`src/rtl/rob_pkg.sv`:
```
`default_nettype none
// ============================================================================
// Module      : rob_pkg
// Description : Shared ROB constants and types (default depth, sequence
//               number type) used by the ROB control blocks.
// Revision    : 1.0 - initial release
// ============================================================================
package rob_pkg;

    // Default number of ROB entries; must be a power of two.
    localparam int c_default_depth = 32;

    // Sequence-number width for the default depth.
    localparam int c_default_ptrwidth = $clog2(c_default_depth);

    // Sequence number as carried through the pipeline.
    typedef logic [c_default_ptrwidth-1:0] sn_t;

endpackage : rob_pkg
`default_nettype wire

```
`src/rtl/rob_WrapPtr.sv`:
```
`default_nettype none
// ============================================================================
// Module      : rob_WrapPtr
// Description : Modulo-DEPTH pointer with synchronous clear and increment.
//               With ROB_SN_ALLOC_FLUSH_EN defined a load port is added so
//               the pointer can be snapped to another pointer's value.
// Revision    : 1.0 - initial release
// ============================================================================
module rob_WrapPtr
    import rob_pkg::*;
#(
    parameter int DEPTH = c_default_depth,
    parameter int WIDTH = $clog2(DEPTH)
) (
    input  logic             clk,
    input  logic             i_clr,
`ifdef ROB_SN_ALLOC_FLUSH_EN
    input  logic             i_load,
    input  logic [WIDTH-1:0] i_load_val,
`endif
    input  logic             i_inc,
    output logic [WIDTH-1:0] o_ptr
);

    localparam logic [WIDTH-1:0] c_last = WIDTH'(DEPTH - 1);

    logic [WIDTH-1:0] r_ptr;

    // Pointer register: clear beats load, load beats increment.
    always_ff @(posedge clk) begin
        if (i_clr) begin
            r_ptr <= '0;
`ifdef ROB_SN_ALLOC_FLUSH_EN
        end else if (i_load) begin
            r_ptr <= i_load_val;
`endif
        end else if (i_inc) begin
            r_ptr <= (r_ptr == c_last) ? '0 : r_ptr + 1'b1;
        end
    end

    assign o_ptr = r_ptr;

endmodule : rob_WrapPtr
`default_nettype wire

```
`src/rtl/rob_sn_alloc.sv`:
```
`default_nettype none
// ============================================================================
// Module      : rob_sn_alloc
// Description : ROB sequence-number allocator. Hands out one sequence number
//               per cycle to dispatch and recycles it when the ROB front is
//               dequeued. Tracks in-flight count, full/empty and a sticky
//               error flag for frees that arrive while nothing is in flight.
//               Optional build macro ROB_SN_ALLOC_FLUSH_EN adds a flush input
//               that abandons all in-flight numbers.
// Revision    : 1.0 - initial release
// ============================================================================
module rob_sn_alloc
    import rob_pkg::*;
#(
    parameter int p_depth    = c_default_depth,
    parameter int p_ptrwidth = $clog2(p_depth)
) (
    input  logic                  clk,
    input  logic                  rst,
`ifdef ROB_SN_ALLOC_FLUSH_EN
    input  logic                  flush,
`endif
    input  logic                  alloc_en,
    output logic                  alloc_cpl,
    output logic [p_ptrwidth-1:0] alloc_sn,
    input  logic                  free_en,
    output logic [p_ptrwidth:0]   count,
    output logic                  full,
    output logic                  empty,
    output logic                  free_err
);

    localparam logic [p_ptrwidth:0] c_depth_cnt = (p_ptrwidth + 1)'(p_depth);

    logic [p_ptrwidth-1:0] w_alloc_ptr;
    logic [p_ptrwidth-1:0] w_free_ptr;
    logic [p_ptrwidth-1:0] w_ptr_diff;
    logic [p_ptrwidth:0]   r_count;
    logic                  r_free_err;
    logic                  w_flush;
    logic                  w_full;
    logic                  w_empty;
    logic                  w_grant;
    logic                  w_free;
    logic                  w_free_bad;

`ifdef ROB_SN_ALLOC_FLUSH_EN
    assign w_flush = flush;
`else
    assign w_flush = 1'b0;
`endif

    assign w_full  = (r_count == c_depth_cnt);
    assign w_empty = (r_count == '0);

    // Grant only when a slot is free; a same-cycle free does not make room.
    assign w_grant    = alloc_en && !w_full && !rst && !w_flush;
    assign w_free     = free_en && !w_empty && !rst && !w_flush;
    assign w_free_bad = free_en &&  w_empty && !rst && !w_flush;

    // Outputs read as the cleared state during a reset cycle, even if the
    // registers still hold pre-reset values.
    assign alloc_cpl = w_grant;
    assign alloc_sn  = rst ? '0 : w_alloc_ptr;
    assign count     = rst ? '0 : r_count;
    assign full      = !rst && w_full;
    assign empty     = rst || w_empty;
    assign free_err  = !rst && r_free_err;

    rob_WrapPtr #(
        .DEPTH      (p_depth),
        .WIDTH      (p_ptrwidth)
    ) u_alloc_ptr (
        .clk        (clk),
        .i_clr      (rst),
`ifdef ROB_SN_ALLOC_FLUSH_EN
        .i_load     (w_flush),
        .i_load_val (w_free_ptr),
`endif
        .i_inc      (w_grant),
        .o_ptr      (w_alloc_ptr)
    );

    rob_WrapPtr #(
        .DEPTH      (p_depth),
        .WIDTH      (p_ptrwidth)
    ) u_free_ptr (
        .clk        (clk),
        .i_clr      (rst),
`ifdef ROB_SN_ALLOC_FLUSH_EN
        .i_load     (1'b0),
        .i_load_val (w_free_ptr),
`endif
        .i_inc      (w_free),
        .o_ptr      (w_free_ptr)
    );

    // In-flight count: a grant and a free in the same cycle cancel out.
    always_ff @(posedge clk) begin
        if (rst || w_flush) begin
            r_count <= '0;
        end else begin
            case ({w_grant, w_free})
                2'b10:   r_count <= r_count + 1'b1;
                2'b01:   r_count <= r_count - 1'b1;
                default: r_count <= r_count;
            endcase
        end
    end

    // Sticky error for a dequeue with nothing in flight; only reset clears it.
    always_ff @(posedge clk) begin
        if (rst) begin
            r_free_err <= 1'b0;
        end else if (w_free_bad) begin
            r_free_err <= 1'b1;
        end
    end

    // Distance between the pointers must always equal the in-flight count
    // (modulo depth); otherwise two live entries could share a number.
    assign w_ptr_diff = w_alloc_ptr - w_free_ptr;

    a_sn_unique : assert property (@(posedge clk) disable iff (rst)
        w_ptr_diff == r_count[p_ptrwidth-1:0]);

endmodule : rob_sn_alloc
`default_nettype wire

```
`config.mk`:
```
export PLATFORM = sky130hd
export DESIGN_NAME = rob_sn_alloc
export DESIGN_NICKNAME = d
export VERILOG_FILES = /design/src/rtl/rob_pkg.sv /design/src/rtl/rob_WrapPtr.sv /design/src/rtl/rob_sn_alloc.sv
export SDC_FILE = /design/constraint.sdc
export NUM_CORES = 1
export LEC_CHECK = 0
export BUFFER_PORTS_ARGS = -buffer_cell sky130_fd_sc_hd__buf_2
export CAP_MARGIN = 40
export CELL_PAD_IN_SITES_DETAIL_PLACEMENT = 1
export CELL_PAD_IN_SITES_GLOBAL_PLACEMENT = 1
export CORE_MARGIN = 8
export CORE_UTILIZATION = 40
export CTS_CLUSTER_SIZE = 40
export DETAILED_ROUTE_END_ITERATION = 8
export PLACE_DENSITY = 0.91
export SETUP_SLACK_MARGIN = 0.1
export SLEW_MARGIN = 20
export SYNTH_ARGS = -nofsm -noshare
export SYNTH_HDL_FRONTEND = slang
export SYNTH_SLANG_ARGS = --single-unit
```
`constraint.sdc`:
```
create_clock -name clk -period 8.63 [get_ports clk]
set_input_delay 1.726 -clock clk [delete_from_list [all_inputs] [get_ports clk]]
set_output_delay 1.726 -clock clk [all_outputs]
set_load 0.02 [all_outputs]
```
# [Word level (Yosys, flattened, before mapping)]
# Index checks and enable logic that the tools add are counted.
[classes] reduce_logical=14 muxes=4 eq_ne=4 add_sub_neg=3
[ops] cell="6-bit one-hot mux with 2 select lines" n=1
[ops] cell="5-bit 2-to-1 mux" n=2
[ops] cell="1-bit logical AND" n=8
[ops] cell="6-bit by 1-bit adder with 6-bit output, second input constant" n=1
[ops] cell="6-bit equality test, second input constant" n=1
[ops] cell="6-bit zero test" n=1
[ops] cell="6-bit 2-to-1 mux" n=1
[ops] cell="6-bit by 1-bit subtractor with 6-bit output, second input constant" n=1
[ops] cell="5-bit by 1-bit adder with 5-bit output, second input constant" n=1
[ops] cell="5-bit equality test, second input constant" n=1
[ops] cell="1-bit zero test" n=3
[ops] cell="2-bit by 1-bit equality test with 1-bit output, second input constant" n=1
[ops] cell="2-bit equality test, second input constant" n=1
[ops] cell="2-bit nonzero test" n=1
[ops] cell="1-bit logical OR" n=1
[word_totals] word_cells=28 reg_bits=12

# [Logic depth before layout (Yosys ltp)]
# Gate-level depths: netlist of run 1.
[depth] ltp_word=6 ltp_mapped=11

# [By module]
# From an unflattened synthesis of run 1, not the netlist that was laid out.
[hier_totals] hier_cells=101 area_unflattened_um2=820.8
[by_module_without_submodules] mod="rob_sn_alloc" cells_per_inst=76 instances=1 area_each_um2=589.3 seq_area_each_um2=140.1
[by_module_without_submodules] mod="rob_WrapPtr" cells_per_inst=25 instances=1 area_each_um2=231.5 seq_area_each_um2=100.1

# [Worst setup path after synthesis of run 1]
# Ideal clock, no wire load.
[synth_timing] path_kind="in2out" startpoint="in rst" endpoint="out full" arrival_time_ns=2.794 required_ns=6.904 stages=3 path_buffers=2 path_slack_ns=4.110 path_cell_list="clkbuf_1 buf_1 nor4_1"
[synth_via] elab_chain_len=2
[synth_rtl] item="from (decl)" line="rob_sn_alloc.sv:19" text="input logic rst,"
[synth_rtl] item="1-bit zero test" line="rob_sn_alloc.sv:66" text="assign full = !rst && w_full;"
[synth_rtl] item="1-bit logical AND" line="rob_sn_alloc.sv:66"
[synth_rtl] item="to (decl)" line="rob_sn_alloc.sv:28" text="output logic full,"
# No other way between the ends.

# [Worst setup path after layout of run 1]
[layout_timing] startpoint="in rst" endpoint="out alloc_cpl"
[layout_via] elab_chain_len=2
[layout_rtl] item="1-bit zero test" line="rob_sn_alloc.sv:57" text="assign w_grant = alloc_en && !w_full && !rst && !w_flush;"
[layout_rtl] item="1-bit logical AND" line="rob_sn_alloc.sv:57"
[layout_rtl] item="to (decl)" line="rob_sn_alloc.sv:24" text="output logic alloc_cpl,"
# No other way between the ends.

==> results of run 1 <==
==> cells in the final DEF (no fill, tap or decap), types with 2 or more instances in the layout <==
cell type and n:
sky130_fd_sc_hd__dfxtp_1 12, sky130_fd_sc_hd__o21ai_0 3, sky130_fd_sc_hd__clkbuf_4 3, sky130_fd_sc_hd__buf_2 18, sky130_fd_sc_hd__a21oi_1 9, sky130_fd_sc_hd__inv_1 8, sky130_fd_sc_hd__or2_2 2, sky130_fd_sc_hd__o21a_1 2
sky130_fd_sc_hd__nor3_1 2, sky130_fd_sc_hd__nand2_1 5, sky130_fd_sc_hd__nor2_1 12, sky130_fd_sc_hd__nand3_1 2, sky130_fd_sc_hd__ha_1 7, sky130_fd_sc_hd__nor2b_1 10
==> metrics by stage <==
stage	total power (uW)	setup slack (ns)	area (um2)
floorplan	114	4.11	853
global placement	125	4.37	953
detailed placement	128	4.35	953
CTS	163	4.35	976
global route	171	4.30	976
finish	161	4.36	976
==> per-layer routing <==
metal / global-route usage / share of wire
met3: 0.0466 / 0.048
met5: 0 / 0
met1: 0.124 / 0.47
met2: 0.179 / 0.47
met4: 0.0525 / 0.018
==> worst paths after layout <==
| check | end | depth (start not counted) | slack (ns) | from |
|---|---|---|---|---|
| max | alloc_cpl | 4 | 4.36 | rst |
| min | r_free_err$_SDFFE_PP0P_ | 2 | 0.49 | r_free_err$_SDFFE_PP0P_ |
| max reg2reg | r_count[5]$_SDFFE_PP0P_ | 9 | 5.39 | r_count[1]$_SDFFE_PP0P_ |
| min reg2reg | r_free_err$_SDFFE_PP0P_ | 2 | 0.49 | r_free_err$_SDFFE_PP0P_ |
==> cells in the mapped netlist (3+ instances only) <==
cell type,number,share of area
sky130_fd_sc_hd__a21oi_1,9,0.053
sky130_fd_sc_hd__inv_1,8,0.035
sky130_fd_sc_hd__dfxtp_1,12,0.28
sky130_fd_sc_hd__o21ai_0,3,0.018
sky130_fd_sc_hd__nor2_1,12,0.053
sky130_fd_sc_hd__nand2_1,5,0.022
sky130_fd_sc_hd__nor2b_1,10,0.073
sky130_fd_sc_hd__ha_1,7,0.10
==> registers in the layout (all words and copies together), names as in the netlist <==
name	flops
r_count	6
u_alloc_ptr.o_ptr	5
r_free_err	1
==> critical path, stage by stage <==
cell,delay [ns]
sky130_fd_sc_hd__buf_2,0.24
sky130_fd_sc_hd__or2_2,0.36
sky130_fd_sc_hd__inv_1,0.05
sky130_fd_sc_hd__buf_2,0.15
==> power groups by stage <==
stage          logic, uW  registers [uW]  clock network (uW)
3_3_place_gp        56.2            68.5                   0
6_report            58.5            67.5                34.9
2_1_floorplan       49.1            64.7                   0
3_5_place_dp        58.9            68.9                   0
4_1_cts             59.4            67.7                36.3
5_1_grt             64.3            68.4                38.7
==> area by class of cell <==
cell class / count / area [um2] / area share
multi-input combinational: 79 / 559 / 0.573
inverter: 8 / 30.0 / 0.0308
timing repair buffer: 18 / 90.1 / 0.0923
tap: 27 / 33.8 / 0.0346
sequential: 12 / 240 / 0.246
clock buffer: 3 / 22.5 / 0.0231
==> kinds of logic (layout without fill, tap and decap cells) <==
| logic type | Yosys count | count (layout) |
|---|---|---|
| AOI/OAI and AO/OA | 24 | 24 |
| xor gates and xnor gates | 2 | 2 |
| and+or+nand+nor | 43 | 43 |
| adders and majority gates | 8 | 8 |
| DFF | 12 | 12 |
| buffers and inverters | 13 | 29 |
| muxes | 2 | 2 |
==> summary by stage, run 1 <==
Setup path
The critical path class is primary input to output port. STA classifies the critical path endpoint as an output port. The data required time at the worst endpoint is a little under 7 ns. The maximum fanout along the worst path is 28.

The worst setup path is launched from a primary input. The arrival time of the worst setup path is 2.54 ns.

Layout
The repair_antennas step left the layout with diodes totalling 0. Compared with the post-synthesis result, the final layout area differs by 14.4%. The finished layout holds ~150 standard cells, fillers aside. Counting the fill cells in the layout gives between 200 and 300. Of the cells placed in the final design, the portion with a size suffix greater than 1 is 0.250. The post-route core utilization is 0.492. The number of nets in the layout is roughly 130.

Synthesis
The number of nets in the synthesized netlist is roughly 120. Averaged over all synthesized cells, the footprint is approximately 8.2 um2. Measured against the total synthesized area, the mux share comes to 0.0249. Of the synthesized area, sequential elements account for 0.282. After technology mapping, the gate count stands at approximately 100. The flip-flop cell with the highest count after synthesis is sky130_fd_sc_hd__dfxtp_1. The number of unique standard cell types used by synthesis is 41. The cell area that synthesis handed to floorplanning was between 800 and 900 um2. The synthesized-area fraction occupied by xor and xnor cells is 0.0205.

The synthesized design contains 0 enable-type register cells. For this run, asynchronously set or reset flops after synthesis account for 0. The adder-cell area share of the yosys netlist is 0.126. The main combinational cell family by area after synthesis is simple AND/OR/NAND/NOR gates. During synthesis, Yosys emitted a total of 0 warnings. Synthesis inferred 12 register bits. The post-synthesis compound-gate area fraction is 0.198. Of the total synthesized cell area, the portion taken by AND, OR, NAND and NOR gates is 0.286.

Min path
The path class of the tightest hold or removal check is flip-flop to flip-flop.

Clock network
TritonCTS built the clock tree. The count of H-tree levels built during CTS is 1. At the later pin of the worst-skew pair, clock insertion delay measures about 0.28 ns. The clock net in this run drives a total of 12 sinks. The total clock buffers created by CTS is 3. The clock input transition at the sequential cells of the worst setup and hold paths is around 0.070 ns. The longest clock path from root to sink contains 2 buffers. CTS placed an instance of sky130_fd_sc_hd__clkbuf_4 at the clock tree root. The number of gates resized after CTS was 0. Once the clock tree was built, the setup fixing pass inserted 0 buffers. The number of hold buffers added after CTS is 0.

Power and ir drop
Power spread over the standard cell area amounts to about 160 nW/um2. The part of the total power dissipated in the clock network is 0.217. Of the total power, combinational logic draws 0.363. The static leakage is 0.000445 uW. The switching power summed over all nets is 60.8 uW.

The share of total power dissipated in sequential elements is 0.420. The switching share of total power is 0.378. The worst voltage drop across the vdd grid is roughly 110 uV. The internal power summed over all cells is around 100 uW.

Route
The remaining antenna violation count after routing is 0. The via density per instance is 5.48. The final route contains 805 vias.

The first TritonRoute pass finished after 2 iterations. Wires add up to roughly 2200 um. After the first detailed-routing iteration, the DRC count stood at 5. The DRC violation count after routing is 0. The wire length per cell is between 10 and 15 um.

Timing
The shortest period the worst path allows is roughly 4.3 ns. The worst slew margin relative to its limit is 0.686. Derived from the worst setup path, the maximum achievable clock frequency is 234 MHz. Summed over all failing endpoints, the final setup total negative slack is 0 ns. The fraction of the cycle the final worst path needs is 0.494. The count of pins over their slew limit came to 0. Hold timing on the final database bottoms out at a slack of 0.490 ns. Setup repair after global routing left no endpoint under its margin.

The hold violation total from the final report is 0. The maximum clock skew at final layout is between 0.004 and 0.005 ns. The slew of the pin with the lowest slew margin is about 0.46 ns. Setup violations remaining at the end of the flow were counted as 0.

Placement
The placed cell count is ~140. The routability congestion estimate is ~0.75. After legalization and detailed placement, the total HPWL measured ~1600 um. The number of port buffers is 18.

Status
The flow ran to the end, and the final reports show no timing, DRC or antenna violations.

Die
From bottom edge to top edge, the die measures ~62 um. The die is 62.2 um wide. The floorplan has 16 rows.

The area of the core region is a little under 2000 um2. 19 I/O pins were placed. The die footprint is around 3900 um2. The initial utilization of the core area, before any placement, comes to 0.431.

Global route
Entering global routing, the biggest net connects 29 pins. The first global-routing pass estimated around 3600 um of wire. The total overflow left after global routing is 0. The number of global-route vias before repair is roughly 830. Across every metal layer, demand over resource in global routing totals 0.111. The number of antenna violations at the first check in global routing came to 0.

Job
The number of max-capacitance violations reported is 0.
(Power assumes the default switching activity.)
==> run 2, diff against run 1 <==
--- a/config.mk
+++ b/config.mk
@@ -10,10 +10,10 @@
 export CELL_PAD_IN_SITES_DETAIL_PLACEMENT = 1
 export CELL_PAD_IN_SITES_GLOBAL_PLACEMENT = 1
 export CORE_MARGIN = 8
-export CORE_UTILIZATION = 40
+export CORE_UTILIZATION = 38
 export CTS_CLUSTER_SIZE = 40
 export DETAILED_ROUTE_END_ITERATION = 8
-export PLACE_DENSITY = 0.91
+export PLACE_DENSITY = 0.88
 export SETUP_SLACK_MARGIN = 0.1
 export SLEW_MARGIN = 20
 export SYNTH_ARGS = -nofsm -noshare
==> constraint.sdc (replaced) <==
create_clock -name clk -period 4.15 [get_ports clk]
set_input_delay 0.83 -clock clk [delete_from_list [all_inputs] [get_ports clk]]
set_output_delay 0.83 -clock clk [all_outputs]
set_load 0.02 [all_outputs]
==> run 2 against run 1 <==
Wire length increased by 12%. Clock-buffer cell count stayed put. Highest routed layer unchanged. Cell count increased by 0.68%. Largest power group unchanged. Combinational power is 110% higher.
==> summary by stage, run 2 (synthesis gave the netlist of run 1 again) <==
Timing
The count of pins over their slew limit is 0 (unchanged). The slew of the pin with the lowest slew margin is 0.464 ns (-0.0000384 ns). The total setup violations reported at the end of the flow is 0 (unchanged). The worst hold slack across all endpoints is 0.501 ns (+0.0106 ns). The hold violation total from the final report is 0 (unchanged). The setup TNS is 0 ns (unchanged). Setup repair after global routing left no endpoint under its margin. The shortest period the worst path allows is about 3.3 ns. The maximum clock skew at final layout is 0.00539 ns (+0.000589 ns). The fraction of the cycle the final worst path needs is 0.795.

The top achievable clock speed is 303 MHz. The worst slew margin relative to its limit is 0.690 (+0.00396).

Route
The via density per instance is 5.71 (+4.3%). The DRC violation count after routing was 0 (unchanged). The violation count after the first detailed-route iteration is 23 (+18). The sum of routed wire length over all layers is 2420 um (+12%). The overall via count from detail_route is 845 (+5.0%). The remaining antenna violation count after routing is 0 (unchanged). The wire length per cell is 16.3 um (+11%). The number of optimization iterations in the first detailed-route pass is 4 (+2).

Setup path
The arrival time of the worst setup path is 3.48 ns (+0.94 ns). The cell depth of the worst flop-to-flop path is 9 (unchanged). The worst setup path startpoint is r_count[1]$_SDFFE_PP0P_. The startpoint identified for the worst register-to-register timing path is r_count[1]$_SDFFE_PP0P_.

STA classifies the critical path startpoint as a flip-flop. The data required time at the worst endpoint is 4.33 ns (-2.57 ns). The capturing element type of the critical path is a flip-flop. The maximum fanout along the worst path was 10 (-64%). The critical path is of the flip-flop to flip-flop type. In this run the critical register-to-register path is captured at r_count[5]$_SDFFE_PP0P_. The worst-case register-to-register setup slack is 0.85 ns (-4.54 ns).

Job
The number of max-capacitance violations reported is 0 (unchanged).

Min path
The worst min-delay path category is flip-flop to flip-flop. The path with the worst hold slack has its endpoint at r_free_err$_SDFFE_PP0P_. The number of cells traversed by the worst hold path is 2 (unchanged). The startpoint identified for the worst hold timing path is r_free_err$_SDFFE_PP0P_.

Clock network
The clock insertion delay at the later pin of the skew report came to 0.28 ns (about the same). The total setup buffers inserted after CTS is 0 (unchanged). The number of gates resized after cts came to 0 (unchanged). The number of hold buffers added after CTS is 0 (unchanged). The total clock buffers created by CTS came to 3 (unchanged). The clock input transition at the sequential cells of the worst setup and hold paths was 0.08 ns (about the same). The CTS tree is yes. The cell chosen for the clock root is sky130_fd_sc_hd__clkbuf_4. The deepest clock path buffer count is 2 (unchanged). The count of H-tree levels built during CTS is 1 (unchanged). The number of clock sinks is 12 (unchanged).

Layout
The post-route core utilization is 0.450 (-0.0420). The number of flip-flops in the largest register is 6 (unchanged). The library cells used most frequently in the layout, excluding fill and tap cells, are sky130_fd_sc_hd__buf_2, sky130_fd_sc_hd__nor2_1, sky130_fd_sc_hd__dfxtp_1. The area of the multi-input gates is 559 um2 (unchanged). The number of nets in the layout came to 134 (unchanged). Relative to the synthesized area, the layout overhead comes to 14.5%.

The count of fill cells added during filler insertion is 285 (+9.2%). The number of inserted diodes was 0 (unchanged). The area taken by flip-flops and latches is 240 um2 (unchanged).

The proportion of layout cells with a drive suffix above 1 is 0.250 (unchanged). The count of placed standard cells in the final layout, fillers left out is 148 (+0.68%). The largest register by flop count is r_count. The leading cell type in the layout, fill and taps excluded is sky130_fd_sc_hd__buf_2.

Power and ir drop
The worst voltage drop across the vdd grid is 210 uV (+86%). The power per cell area was 349 nW/um2 (+110%). The power after layout came to 341 uW (+110%). The static leakage came to 0.000445 uW (unchanged).

Global route
The first-pass GRT wire length is 3910 um (+9.0%). The aggregate global-route resource usage is 0.117 (+0.00609). The number of antenna violations at the first check in global routing is 0 (unchanged). The number of global-route vias before repair was 884 (+6.1%).

The pin count of the biggest net entering global routing was 29 (unchanged). The total congestion overflow is 0 (unchanged).

Placement
The routability congestion estimate was 0.789 (+4.9%). The final HPWL from detailed placement is 1800 um (+11%). The number of port buffers is 18 (unchanged). The placed cell count is 145 (+0.69%).

Die
The number of core rows was 17 (+1). The horizontal die dimension was 63.4 um (+1.9%). The die height came to 63.4 um (+1.9%). The area of the core region is 2170 um2 (+9.5%). The number of primary I/O pins came to 19 (unchanged). The initial core utilization is 0.393 (-0.0372).

The die footprint was 4020 um2 (+3.9%).

Status
The run finished with clean final reports.
## run 2: cell counts in the layout (fill, tap and decap cells not counted)
No cell type changed its count.
## run 2: worst max path at each step
stage | slack, ns | to
2_1_floorplan | 1.13 | r_count[5]$_SDFFE_PP0P_
3_3_place_gp | 1.01 | r_count[5]$_SDFFE_PP0P_
3_5_place_dp | 0.85 | r_count[5]$_SDFFE_PP0P_
4_1_cts | 0.87 | r_count[5]$_SDFFE_PP0P_
5_1_grt | 0.62 | r_count[5]$_SDFFE_PP0P_
6_report | 0.85 | r_count[5]$_SDFFE_PP0P_
## run 2: critical path, cell delays in order (launching register included)
cell,delay (ns)
sky130_fd_sc_hd__dfxtp_1,0.35
sky130_fd_sc_hd__or4_4,0.58
sky130_fd_sc_hd__o31ai_4,0.39
sky130_fd_sc_hd__or2_2,0.20
sky130_fd_sc_hd__ha_1,0.31
sky130_fd_sc_hd__ha_1,0.32
sky130_fd_sc_hd__a211oi_1,0.36
sky130_fd_sc_hd__o2111ai_1,0.18
sky130_fd_sc_hd__o311ai_0,0.13
sky130_fd_sc_hd__mux2_2,0.37
## run 2: stage by stage
stage	setup slack [ns]	area, um2
floorplan	1.13	853
detailed placement	0.851	955
global placement	1.01	955
global route	0.624	977
finish	0.850	977
CTS	0.875	977
## run 2: area by class of cell
cell class | count | share of cell area
tap | 28 | 0.0359
clock buffer | 3 | 0.0230
sequential | 12 | 0.246
timing repair buffer | 18 | 0.0922
inverter | 8 | 0.0307
multi-input combinational | 79 | 0.572
## run 2: power by group
part | switching [uW] | internal (uW)
Sequential | 15.8 | 126
Combinational | 75.2 | 49.2
Clock | 41.4 | 33.7
Total | 132 | 209
## run 2: layer usage
metal	part of all wire	routed length (um)	global-route usage	vias up
li1	-	-	-	408
met2	0.48	1160	0.205	32
met4	0.029	70	0.0585	0
met1	0.42	1010	0.122	395
met3	0.071	172	0.0389	10
met5	0	0	0	-
==> run 3, diff against run 2 <==
==> constraint.sdc (replaced) <==
create_clock -name clk -period 3.5 [get_ports clk]
set_input_delay 0.7 -clock clk [delete_from_list [all_inputs] [get_ports clk]]
set_output_delay 0.7 -clock clk [all_outputs]
set_load 0.02 [all_outputs]
==> run 3 against run 2 <==
Cell count up 2.0%. Global-route usage grew 1.1 points. Critical path depth is 1 higher. Sequential share of layout area is 0.70 points lower. Sequential power is 18% higher. Via count down 3.1%. Non-clock buffer count is 2 higher. Die area unchanged. Setup slack got worse by 0.57 ns. Final area up 2.9%. Largest power group unchanged.
==> summary by stage, run 3 (synthesis gave the netlist of run 1 again) <==
Route
The DRC violation count after routing was 0 (unchanged). The wire length per cell is 16.5 um (+1.1%). The sum of routed wire length over all layers is 2490 um (+3.1%).

The detailed-routed wire length on met2 is 1190 um (+1.9%). The remaining antenna violation count after routing is 0 (unchanged). The via density per instance came to 5.42 (-5.0%). The number of optimization iterations in the first detailed-route pass was 4 (unchanged).

The routed wire length on met3 is 106 um (-38%). The met1 routed wirelength after detailed routing is 1170 um (+15%). The highest routed metal layer is met4. The violation count after the first detailed-route iteration is 18 (-22%). The overall via count from detail_route was 819 (-3.1%).

Setup path
The slowest stage of the critical path is the sky130_fd_sc_hd__or4_4 cell. By instance count, the cell type seen most on the critical path is sky130_fd_sc_hd__ha_1. STA classifies the critical path endpoint as a flip-flop. The critical path class is flip-flop to flip-flop.

The maximum fanout along the worst path is 8 (-2). The data required time at the worst endpoint is 3.69 ns (-0.64 ns). The critical path goes through or4_4 > nor3_1 > or2_2 > nor2_1 > ha_1 > ha_1 > a211oi_1 > o2111ai_1 > o311ai_0 > mux2_2.

The worst setup path is launched from a flip-flop. The delay of the slowest cell on the worst path is 0.57 ns (about the same). The arrival time of the worst setup path is 3.41 ns (-0.07 ns).

Die
The initial core utilization is 0.393 (unchanged). The horizontal die dimension is 63.4 um (unchanged). The number of core rows is 17 (unchanged).

The number of primary I/O pins came to 19 (unchanged). The die footprint is 4020 um2 (unchanged). The die height was 63.4 um (unchanged). The area of the core region is 2170 um2 (unchanged).

Clock network
The deepest clock path buffer count is 2 (unchanged). The number of clock sinks came to 12 (unchanged). The clock insertion delay at the later pin of the skew report is 0.29 ns (about the same). CTS placed an instance of sky130_fd_sc_hd__clkbuf_4 at the clock tree root. The clock input transition at the sequential cells of the worst setup and hold paths is 0.09 ns (about the same).

TritonCTS built the clock tree. The count of H-tree levels built during CTS is 1 (unchanged). The total clock buffers created by CTS is 3 (unchanged).

Timing
The worst slew margin relative to its limit is 0.724 (+0.0341). The total setup violations reported at the end of the flow was 0 (unchanged). The worst hold slack across all endpoints came to 0.484 ns (-0.0172 ns). The count of pins over their slew limit was 0 (unchanged).

The slew of the pin with the lowest slew margin is 0.411 ns (-0.0537 ns). Setup repair after global routing left no endpoint under its margin. The maximum clock skew at final layout was 0.00837 ns (+0.00298 ns). The shortest period the worst path allows is 3.22 ns (-0.0756 ns).

The hold violation total from the final report was 0 (unchanged). The fraction of the cycle the final worst path needs is 0.921 (+0.126). The top achievable clock speed is 310 MHz (+2.3%). The setup TNS is 0 ns (unchanged).

Global route
The number of antenna violations at the first check in global routing was 0 (unchanged). The pin count of the biggest net entering global routing is 16 (-45%). The total congestion overflow came to 0 (unchanged). The aggregate global-route resource usage came to 0.129 (+0.0114). The number of global-route vias before repair came to 860 (-2.7%). The first-pass GRT wire length is 4150 um (+6.4%).

Status
The flow ran to the end, and the final reports show no timing, DRC or antenna violations.

Layout
The top cell types in the final layout, fill and taps aside, are sky130_fd_sc_hd__buf_2, sky130_fd_sc_hd__nor2_1, sky130_fd_sc_hd__dfxtp_1. Leaving out fill and tap cells, the most frequent cell in the layout is sky130_fd_sc_hd__buf_2. The number of flip-flops in the largest register came to 6 (unchanged).

The post-route core utilization is 0.464 (+0.0133). The number of inserted diodes is 0 (unchanged). The number of nets in the layout is 136 (+1.5%). The count of fill cells added during filler insertion is 289 (+1.4%). The proportion of layout cells with a drive suffix above 1 came to 0.268 (+0.0183). The synthesis-to-layout area growth is 17.9%. The largest register by flop count is r_count.

Placement
The number of port buffers came to 18 (unchanged). The routability congestion estimate is 0.898 (+14%). The final HPWL from detailed placement was 1870 um (+4.1%).

Power and ir drop
The static leakage came to 0.000462 uW (+3.9%). The power per cell area came to 432 nW/um2 (+24%). The worst voltage drop across the vdd grid is 230 uV (+9.8%).

Min path
The worst min-delay path category is flip-flop to flip-flop.

Job
The number of max-capacitance violations reported is 0 (unchanged).
-- run 3: routing by layer --
layer	up-vias	global-route usage
met1	392	0.156
met4	0	0.0501
li1	405	-
met5	-	0
met3	4	0.0371
met2	18	0.208
-- run 3: where the power goes --
part / switching (uW) / total (uW) / internal (uW)
sequential: 17.7 / 167 / 149
combinational: 90.0 / 150 / 59.7
clock: 54.3 / 118 / 63.4
total: 162 / 434 / 272
-- run 3: area by class of cell --
| cell class | count | area, um2 | share of cell area |
|---|---|---|---|
| multi-input combinational | 79 | 559 | 0.556 |
| sequential | 12 | 240 | 0.239 |
| timing repair buffer | 20 | 105 | 0.104 |
| clock buffer | 4 | 36.3 | 0.0361 |
| tap | 28 | 35.0 | 0.0348 |
| inverter | 8 | 30.0 | 0.0299 |
-- run 3: path summary, 6_finish.rpt --
path | from | to | slack [ns] | cells past startpoint
hold reg to reg | r_free_err$_SDFFE_PP0P_ | r_free_err$_SDFFE_PP0P_ | 0.48 | 2
hold / removal | r_free_err$_SDFFE_PP0P_ | r_free_err$_SDFFE_PP0P_ | 0.48 | 2
setup / recovery | r_count[1]$_SDFFE_PP0P_ | r_count[5]$_SDFFE_PP0P_ | 0.28 | 10
setup reg to reg | r_count[1]$_SDFFE_PP0P_ | r_count[5]$_SDFFE_PP0P_ | 0.28 | 10
-- run 3: repair_timing --
action,4_1_cts,5_1_grt
endpoints found under the setup margin,0,1
gates resized for setup,0,0
buffers inserted,0,1
hold buffers,0,0
-- run 3: critical path, delay by kind of cell (launching register included) --
kind / cells / cell delay, ns
AND/OR/NAND/NOR: 4 / 1.00
flip-flops: 1 / 0.35
adder cells (fa/ha/maj): 2 / 0.61
AO/OA/AOI/OAI: 3 / 0.79
multiplexers: 1 / 0.37
-- run 3: through the flow --
stage                     instances  cell area [um2]  power (uW)  setup WS [ns]
final                           151             1010         434          0.275
after global routing            151             1010         465          0.143
after CTS                       150              998         435          0.126
after detailed placement        146              962         318          0.256
after global placement          146              962         308          0.446
after floorplan                 104              853         281          0.614
